### src/rtl/crossbar_slave_channel_if.sv
// Bus bundle between a slave's session engine, the masters and the slave port.
interface crossbar_slave_channel_if #(
  parameter int unsigned QTY_OF_DEVICES = 4,
  parameter int unsigned ADDR_WIDTH     = 32,
  parameter int unsigned DATA_WIDTH     = 32
);
  // Arbiter and master side
  logic [QTY_OF_DEVICES-1:0]            grant;
  logic [QTY_OF_DEVICES-1:0]            m_req;
  logic [QTY_OF_DEVICES*ADDR_WIDTH-1:0] m_addr;
  logic [QTY_OF_DEVICES-1:0]            m_cmd;
  logic [QTY_OF_DEVICES*DATA_WIDTH-1:0] m_wdata;
  logic [QTY_OF_DEVICES-1:0]            m_ack;
  logic [QTY_OF_DEVICES-1:0]            m_resp;
  logic [DATA_WIDTH-1:0]                m_rdata;

  // Slave port side
  logic                                 s_req;
  logic [ADDR_WIDTH-1:0]                s_addr;
  logic                                 s_cmd;
  logic [DATA_WIDTH-1:0]                s_wdata;
  logic                                 s_ack;
  logic                                 s_resp;
  logic [DATA_WIDTH-1:0]                s_rdata;

  // Status back to the arbiter
  logic                                 session_is_finished;
  logic                                 grant_error;

  // Session engine view
  modport slave (
    input  grant, m_req, m_addr, m_cmd, m_wdata, s_ack, s_resp, s_rdata,
    output m_ack, m_resp, m_rdata, s_req, s_addr, s_cmd, s_wdata,
           session_is_finished, grant_error
  );

  // Surrounding fabric view
  modport master (
    output grant, m_req, m_addr, m_cmd, m_wdata, s_ack, s_resp, s_rdata,
    input  m_ack, m_resp, m_rdata, s_req, s_addr, s_cmd, s_wdata,
           session_is_finished, grant_error
  );
endinterface

### src/rtl/crossbar_slave_channel.sv
// Per-slave session engine: latches the granted master's request, runs the
// slave req/ack and read-response handshake, and routes replies to the owner.
module crossbar_slave_channel #(
  parameter int unsigned QTY_OF_DEVICES = 4,
  parameter int unsigned ADDR_WIDTH     = 32,
  parameter int unsigned DATA_WIDTH     = 32,
  parameter int unsigned RESP_TIMEOUT   = 255,
  parameter logic [DATA_WIDTH-1:0] ERR_DATA = DATA_WIDTH'(32'hDEAD_BEEF)
) (
  input logic                     clk,
  input logic                     rst,
  crossbar_slave_channel_if.slave bus
);

  localparam int unsigned CNT_W = 8;
  localparam logic [CNT_W-1:0] TIMEOUT_CNT = CNT_W'(RESP_TIMEOUT);

  typedef enum logic [1:0] {IDLE, REQ, RESP, FIN} state_t;

  state_t                    state;
  state_t                    state_next;

  logic [QTY_OF_DEVICES-1:0] owner;
  logic [CNT_W-1:0]          cnt;
  logic                      grant_onehot;
  logic                      grant_bad;
  logic                      start;
  logic [ADDR_WIDTH-1:0]     sel_addr;
  logic                      sel_cmd;
  logic [DATA_WIDTH-1:0]     sel_wdata;

  logic [QTY_OF_DEVICES-1:0] m_ack_c;
  logic [QTY_OF_DEVICES-1:0] m_resp_c;
  logic [DATA_WIDTH-1:0]     m_rdata_c;

  logic                      s_req_q;
  logic [ADDR_WIDTH-1:0]     s_addr_q;
  logic                      s_cmd_q;
  logic [DATA_WIDTH-1:0]     s_wdata_q;
  logic                      fin_q;
  logic                      gerr_q;

  // Grant qualification and mux of the granted master's request fields
  always_comb begin
    grant_onehot = ($countones(bus.grant) == 1);
    grant_bad    = (bus.grant != '0) && !grant_onehot;
    start        = grant_onehot && (|(bus.grant & bus.m_req));
    sel_addr     = '0;
    sel_cmd      = 1'b0;
    sel_wdata    = '0;
    for (int i = 0; i < int'(QTY_OF_DEVICES); i++) begin
      if (bus.grant[i]) begin
        sel_addr  = bus.m_addr[i*ADDR_WIDTH +: ADDR_WIDTH];
        sel_cmd   = bus.m_cmd[i];
        sel_wdata = bus.m_wdata[i*DATA_WIDTH +: DATA_WIDTH];
      end
    end
  end

  // Next state and same-cycle strobes routed to the owner
  always_comb begin
    state_next = state;
    m_ack_c    = '0;
    m_resp_c   = '0;
    m_rdata_c  = '0;
    case (state)
      IDLE: begin
        if (start) state_next = REQ;
      end
      REQ: begin
        if (bus.s_ack) begin
          m_ack_c    = owner;
          state_next = s_cmd_q ? FIN : RESP;
        end
      end
      RESP: begin
        // A real response wins even on the cycle the timeout would fire
        if (bus.s_resp) begin
          m_resp_c   = owner;
          m_rdata_c  = bus.s_rdata;
          state_next = FIN;
        end else if (cnt == TIMEOUT_CNT) begin
          m_resp_c   = owner;
          m_rdata_c  = ERR_DATA;
          state_next = FIN;
        end
      end
      FIN: begin
        state_next = IDLE;
      end
      default: begin
        state_next = IDLE;
      end
    endcase
  end

  // State register
  always_ff @(posedge clk) begin
    if (rst) state <= IDLE;
    else     state <= state_next;
  end

  // Session latches, slave bus registers, response counter and status flags
  always_ff @(posedge clk) begin
    if (rst) begin
      owner     <= '0;
      cnt       <= '0;
      s_req_q   <= 1'b0;
      s_addr_q  <= '0;
      s_cmd_q   <= 1'b0;
      s_wdata_q <= '0;
      fin_q     <= 1'b0;
      gerr_q    <= 1'b0;
    end else begin
      s_req_q <= (state_next == REQ);
      fin_q   <= (state_next == FIN);
      if ((state == IDLE) && grant_bad) gerr_q <= 1'b1;
      if ((state == IDLE) && start) begin
        owner     <= bus.grant;
        s_addr_q  <= sel_addr;
        s_cmd_q   <= sel_cmd;
        s_wdata_q <= sel_wdata;
      end
      // Counter saturates at the timeout value, so it can never wrap
      if (state == REQ) begin
        cnt <= '0;
      end else if ((state == RESP) && !bus.s_resp && (cnt != TIMEOUT_CNT)) begin
        cnt <= cnt + CNT_W'(1);
      end
    end
  end

  assign bus.m_ack               = m_ack_c;
  assign bus.m_resp              = m_resp_c;
  assign bus.m_rdata             = m_rdata_c;
  assign bus.s_req               = s_req_q;
  assign bus.s_addr              = s_addr_q;
  assign bus.s_cmd               = s_cmd_q;
  assign bus.s_wdata             = s_wdata_q;
  assign bus.session_is_finished = fin_q;
  assign bus.grant_error         = gerr_q;

endmodule

### src/flat_wrapper.sv
// flat-port wrapper written by rule: the top's interface ports become plain ports
module crossbar_slave_channel_flat 
#(
  parameter int unsigned QTY_OF_DEVICES = 4,
  parameter int unsigned ADDR_WIDTH     = 32,
  parameter int unsigned DATA_WIDTH     = 32,
  parameter int unsigned RESP_TIMEOUT   = 255,
  parameter logic [DATA_WIDTH-1:0] ERR_DATA = DATA_WIDTH'(32'hDEAD_BEEF)
)
  (clk, rst, bus_grant, bus_m_req, bus_m_addr, bus_m_cmd, bus_m_wdata, bus_s_ack, bus_s_resp, bus_s_rdata, bus_m_ack, bus_m_resp, bus_m_rdata, bus_s_req, bus_s_addr, bus_s_cmd, bus_s_wdata, bus_session_is_finished, bus_grant_error);
  crossbar_slave_channel_if #(.QTY_OF_DEVICES(QTY_OF_DEVICES), .ADDR_WIDTH(ADDR_WIDTH), .DATA_WIDTH(DATA_WIDTH)) bus_i ();
  input logic clk;
  input logic rst;
  input wire logic [$bits(bus_i.grant)-1:0] bus_grant;
  input wire logic [$bits(bus_i.m_req)-1:0] bus_m_req;
  input wire logic [$bits(bus_i.m_addr)-1:0] bus_m_addr;
  input wire logic [$bits(bus_i.m_cmd)-1:0] bus_m_cmd;
  input wire logic [$bits(bus_i.m_wdata)-1:0] bus_m_wdata;
  input wire logic [$bits(bus_i.s_ack)-1:0] bus_s_ack;
  input wire logic [$bits(bus_i.s_resp)-1:0] bus_s_resp;
  input wire logic [$bits(bus_i.s_rdata)-1:0] bus_s_rdata;
  output wire logic [$bits(bus_i.m_ack)-1:0] bus_m_ack;
  output wire logic [$bits(bus_i.m_resp)-1:0] bus_m_resp;
  output wire logic [$bits(bus_i.m_rdata)-1:0] bus_m_rdata;
  output wire logic [$bits(bus_i.s_req)-1:0] bus_s_req;
  output wire logic [$bits(bus_i.s_addr)-1:0] bus_s_addr;
  output wire logic [$bits(bus_i.s_cmd)-1:0] bus_s_cmd;
  output wire logic [$bits(bus_i.s_wdata)-1:0] bus_s_wdata;
  output wire logic [$bits(bus_i.session_is_finished)-1:0] bus_session_is_finished;
  output wire logic [$bits(bus_i.grant_error)-1:0] bus_grant_error;
  assign bus_i.grant = bus_grant;
  assign bus_i.m_req = bus_m_req;
  assign bus_i.m_addr = bus_m_addr;
  assign bus_i.m_cmd = bus_m_cmd;
  assign bus_i.m_wdata = bus_m_wdata;
  assign bus_i.s_ack = bus_s_ack;
  assign bus_i.s_resp = bus_s_resp;
  assign bus_i.s_rdata = bus_s_rdata;
  assign bus_m_ack = bus_i.m_ack;
  assign bus_m_resp = bus_i.m_resp;
  assign bus_m_rdata = bus_i.m_rdata;
  assign bus_s_req = bus_i.s_req;
  assign bus_s_addr = bus_i.s_addr;
  assign bus_s_cmd = bus_i.s_cmd;
  assign bus_s_wdata = bus_i.s_wdata;
  assign bus_session_is_finished = bus_i.session_is_finished;
  assign bus_grant_error = bus_i.grant_error;
  crossbar_slave_channel #(.QTY_OF_DEVICES(QTY_OF_DEVICES), .ADDR_WIDTH(ADDR_WIDTH), .DATA_WIDTH(DATA_WIDTH), .RESP_TIMEOUT(RESP_TIMEOUT), .ERR_DATA(ERR_DATA)) u_core (.clk(clk), .rst(rst), .bus(bus_i));
endmodule
### config.mk
export PLATFORM = sky130hd
export DESIGN_NAME = crossbar_slave_channel_flat
export DESIGN_NICKNAME = d
export VERILOG_FILES = /design/src/rtl/crossbar_slave_channel_if.sv /design/src/rtl/crossbar_slave_channel.sv /design/src/flat_wrapper.sv
export SDC_FILE = /design/constraint.sdc
export NUM_CORES = 1
export LEC_CHECK = 0
export CAP_MARGIN = 20
export CORE_AREA = 2 2 158 160
export CTS_CLUSTER_SIZE = 40
export DETAILED_ROUTE_END_ITERATION = 12
export DIE_AREA = 0 0 160 162
export GPL_TIMING_DRIVEN = 0
export PLACE_DENSITY = 0.62
export SLEW_MARGIN = 20
export SYNTH_ARGS = -nofsm -noshare
export SYNTH_HDL_FRONTEND = slang
export SYNTH_SLANG_ARGS = --single-unit
### constraint.sdc
create_clock -name clk -period 5.3 [get_ports clk]
set_input_delay 0.795 -clock clk [delete_from_list [all_inputs] [get_ports clk]]
set_output_delay 0.795 -clock clk [all_outputs]
set_load 0.03 [all_outputs]
==> flow_metrics.py <==
metrics = {
    "finish": {
        "fin_cells": 1373,
        "n_antenna_cell": 0,
        "final_layout_size_suffix_gt1_share_pct": 2.57,
        "layout.nets": 1356,
        "areaGrowthSynthToFinish_pct": 102,
    },
    "floorplanning": {
        "ioPinCount": 412,
        "core-area_mm2": 0.0241,
        "fp.dieW_um": 160,
        "die_h_um": 162,
        "die_area_mm2": 0.0259,
        "rows": 57,
        "start_util_pct": 19.8,
    },
    "sta": {
        "fin_crit_ps": 4860,
        "finalSetupViolations": 0,
        "final-hold-violation-count": 0,
        "skew_ps": 8.27,
        "maxSlewHeadroom_pct": 47.5,
        "fmax_mhz": 206,
        "rsz0062_at_grt": "no",
        "period_share_pct": 91.8,
        "slew_violations": 0,
        "hold_slack_ps": 452,
        "fin_setup_tns_ps": 0,
        "tightest_slew_ps": 788,
    },
    "setup_path": {
        "critical_path_class": "in2reg",
        "reg2reg_from": "u_core.state[0]$_SDFF_PP0_",
        "crit_fanout": 19,
        "start_kind": "input pin",
        "reg2reg_slack_ps": 3210,
        "r2r_cells": 6,
        "cp-end-kind": "register",
        "reg2reg_to": "u_core.bus.s_wdata[22]$_SDFFE_PP0P_",
        "required_ps": 5500,
        "cp.arrival_ps": 5060,
    },
    "drt": {
        "vias_per_cell": 4.76,
        "wire_per_inst_um": 18.6,
        "ant_nets": 0,
        "drc": 0,
        "firstDrtPassIters": 5,
        "routed-via-count": 6542,
        "drt-initial-drc-count": 319,
        "wl_um": 25500,
    },
    "synth": {
        "synth_edf_count": 0,
        "synth_nets": 937,
        "postSynthAreaPerCell_um2": 7.61,
        "yosysSeqAreaShare_pct": 34.5,
        "synth_cell_types": 40,
        "synth_ff_type": "dfxtp_1",
        "synth_seq_cells": 82,
        "async_reset_ff_share_pct": 0,
        "synth_warnings": 0,
        "synthCells": 626,
        "syn_area_mm2": 0.00476,
    },
    "grt": {
        "grt_pass1_vias": 6650,
        "grt_pass1_wl_um": 37600,
        "track_usage_pct": 18.9,
        "overflow": 0,
        "grt_max_degree": 20,
        "grt_antenna_before_repair": 0,
    },
    "cts": {
        "cts.clk_slew.worst_paths_ps": 60,
        "cts_num_sinks": 82,
        "cts_buffers": 9,
        "cts_tree": "done",
        "clockRootBuffer": "clkbuf_16",
        "cts_buffer_depth": 2,
        "htree_levels": 3,
        "cts_hold_buffers": 0,
        "clkLatencyLatePin_ps": 340,
    },
    "placement": {
        "dpl.hpwl_um": 21200,
        "port_buffers": 410,
        "dp.cells": 1360,
        "place.gp.congestion": 0.798,
    },
    "power_and_ir_drop": {
        "max-vdd-ir-drop_mv": 0.131,
        "power_density_mw_per_mm2": 239,
        "power.leakage_nw": 3.39,
    },
    "hold_path": {
        "hold_start": "u_core.bus.s_addr[21]$_SDFFE_PP0P_",
        "hp-class": "reg2reg",
        "holdPathStages": 2,
        "holdPathEnd": "u_core.bus.s_addr[21]$_SDFFE_PP0P_",
    },
    "flow_run": {
        "drv_cap": 0,
    },
    "status": {
        "outcome": "complete, no violations",
    },
}
[cell usage in the layout (no fill, tap or decap), types with 3 or more instances in the layout]
cell type and instances:
dfxtp_1 82, buf_6 3, a221oi_1 53, nor2_1 25, bufinv_16 3, a21oi_1 86, clkbuf_16 9, nor2b_1 3
inv_1 33, nand2_1 75, ha_1 6, o211ai_1 12, o22ai_1 53, clkdlybuf4s50_1 410, xnor2_1 3, and3_1 13
a221o_1 12, clkbuf_1 60, a311oi_1 14, or3_1 53
[per-layer routing]
metal	up-vias	routed length [um]	track usage, %
met5	-	0	0
met4	0	554	5.81
met3	36	1900	5.18
met2	323	12500	34.4
met1	2985	10500	21.6
li1	3198	-	-
[metrics by stage]
stage / instance area [um^2] / setup slack (ps) / total power [mW] / utilization [%]
3_5_place_dp: 9270 / -698 / 1.59 / 38.5
2_1_floorplan: 4760 / 1120 / 1.11 / -
5_1_grt: 9620 / 193 / 2.42 / 39.9
6_report: 9620 / 436 / 2.30 / 39.9
3_3_place_gp: 9270 / -685 / 1.58 / 38.5
4_1_cts: 9620 / 204 / 2.33 / 39.9
[flip-flops by register name, indices dropped and copies added (netlist names)]
name,cells
u_core.bus.grant_error,1
u_core.bus.s_req,1
u_core.bus.s_wdata,32
u_core.state,2
u_core.owner,4
u_core.bus.session_is_finished,1
u_core.cnt,8
u_core.bus.s_cmd,1
u_core.bus.s_addr,32
[layout make-up]
type | instances | area (um^2)
clock inverter | 5 | 103
multi-input combinational | 439 | 2700
tap | 324 | 405
sequential | 82 | 1640
fill | 2543 | 14500
buffer | 68 | 285
timing repair buffer | 411 | 4110
clock buffer | 10 | 239
inverter | 34 | 131
[cell families after synthesis]
group / Yosys count / share of synthesized area [%]
compound gates: 242 / 34.6
simple gates: 184 / 19.0
buf+inv: 105 / 8.80
flops: 82 / 34.5
fa+ha+maj: 7 / 2.00
xor+xnor: 5 / 0.920
mux: 1 / 0.210
[worst max path at each step]
stage                  from                                  end  cells past startpoint
2_1_floorplan  bus_grant[3]  u_core.bus.s_wdata[12]$_SDFFE_PP0P_                     14
3_3_place_gp   bus_grant[1]  u_core.bus.s_wdata[14]$_SDFFE_PP0P_                     15
3_5_place_dp   bus_grant[1]  u_core.bus.s_wdata[21]$_SDFFE_PP0P_                     15
4_1_cts        bus_grant[1]  u_core.bus.s_wdata[21]$_SDFFE_PP0P_                     14
5_1_grt        bus_grant[2]  u_core.bus.s_wdata[25]$_SDFFE_PP0P_                     14
6_report       bus_grant[2]  u_core.bus.s_wdata[24]$_SDFFE_PP0P_                     14
[cells in the mapped netlist (all sizes together), types with 6 or more instances]
cell | number | share of area (%)
buf | 6 | 1.0
ha | 6 | 1.6
a221oi | 53 | 9.7
a21oi | 86 | 9.0
a221o | 12 | 2.5
dfxtp | 82 | 34
nor2 | 25 | 2.0
inv | 34 | 2.7
clkbuf | 65 | 5.1
and3 | 13 | 1.7
nand2 | 75 | 5.9
o211ai | 12 | 1.9
a311oi | 14 | 2.6
o22ai | 53 | 7.0
or3 | 53 | 7.0
[power by group]
group	leakage [nW]	internal [mW]	total [mW]	switching, mW
combinational	2.56	0.424	0.850	0.426
sequential	0.668	0.681	0.719	0.0383
clock	0.165	0.470	0.728	0.258
total	3.39	1.57	2.30	0.723
[critical path, stage by stage]
cell	delay, ps
clkdlybuf4s50_1	480
clkbuf_1	370
inv_1	180
clkbuf_1	290
ha_1	360
ha_1	220
fa_1	460
or3b_1	430
a2111o_1	560
buf_6	250
buf_6	170
clkbuf_1	270
nand2_1	150
a21oi_1	70
[timing repair]
item                       in CTS  in global routing
buffers inserted                1                  0
pin swaps                       0                  0
resized for setup               2                  4
setup endpoints to repair      51                 10
(Power assumes the default switching activity.)
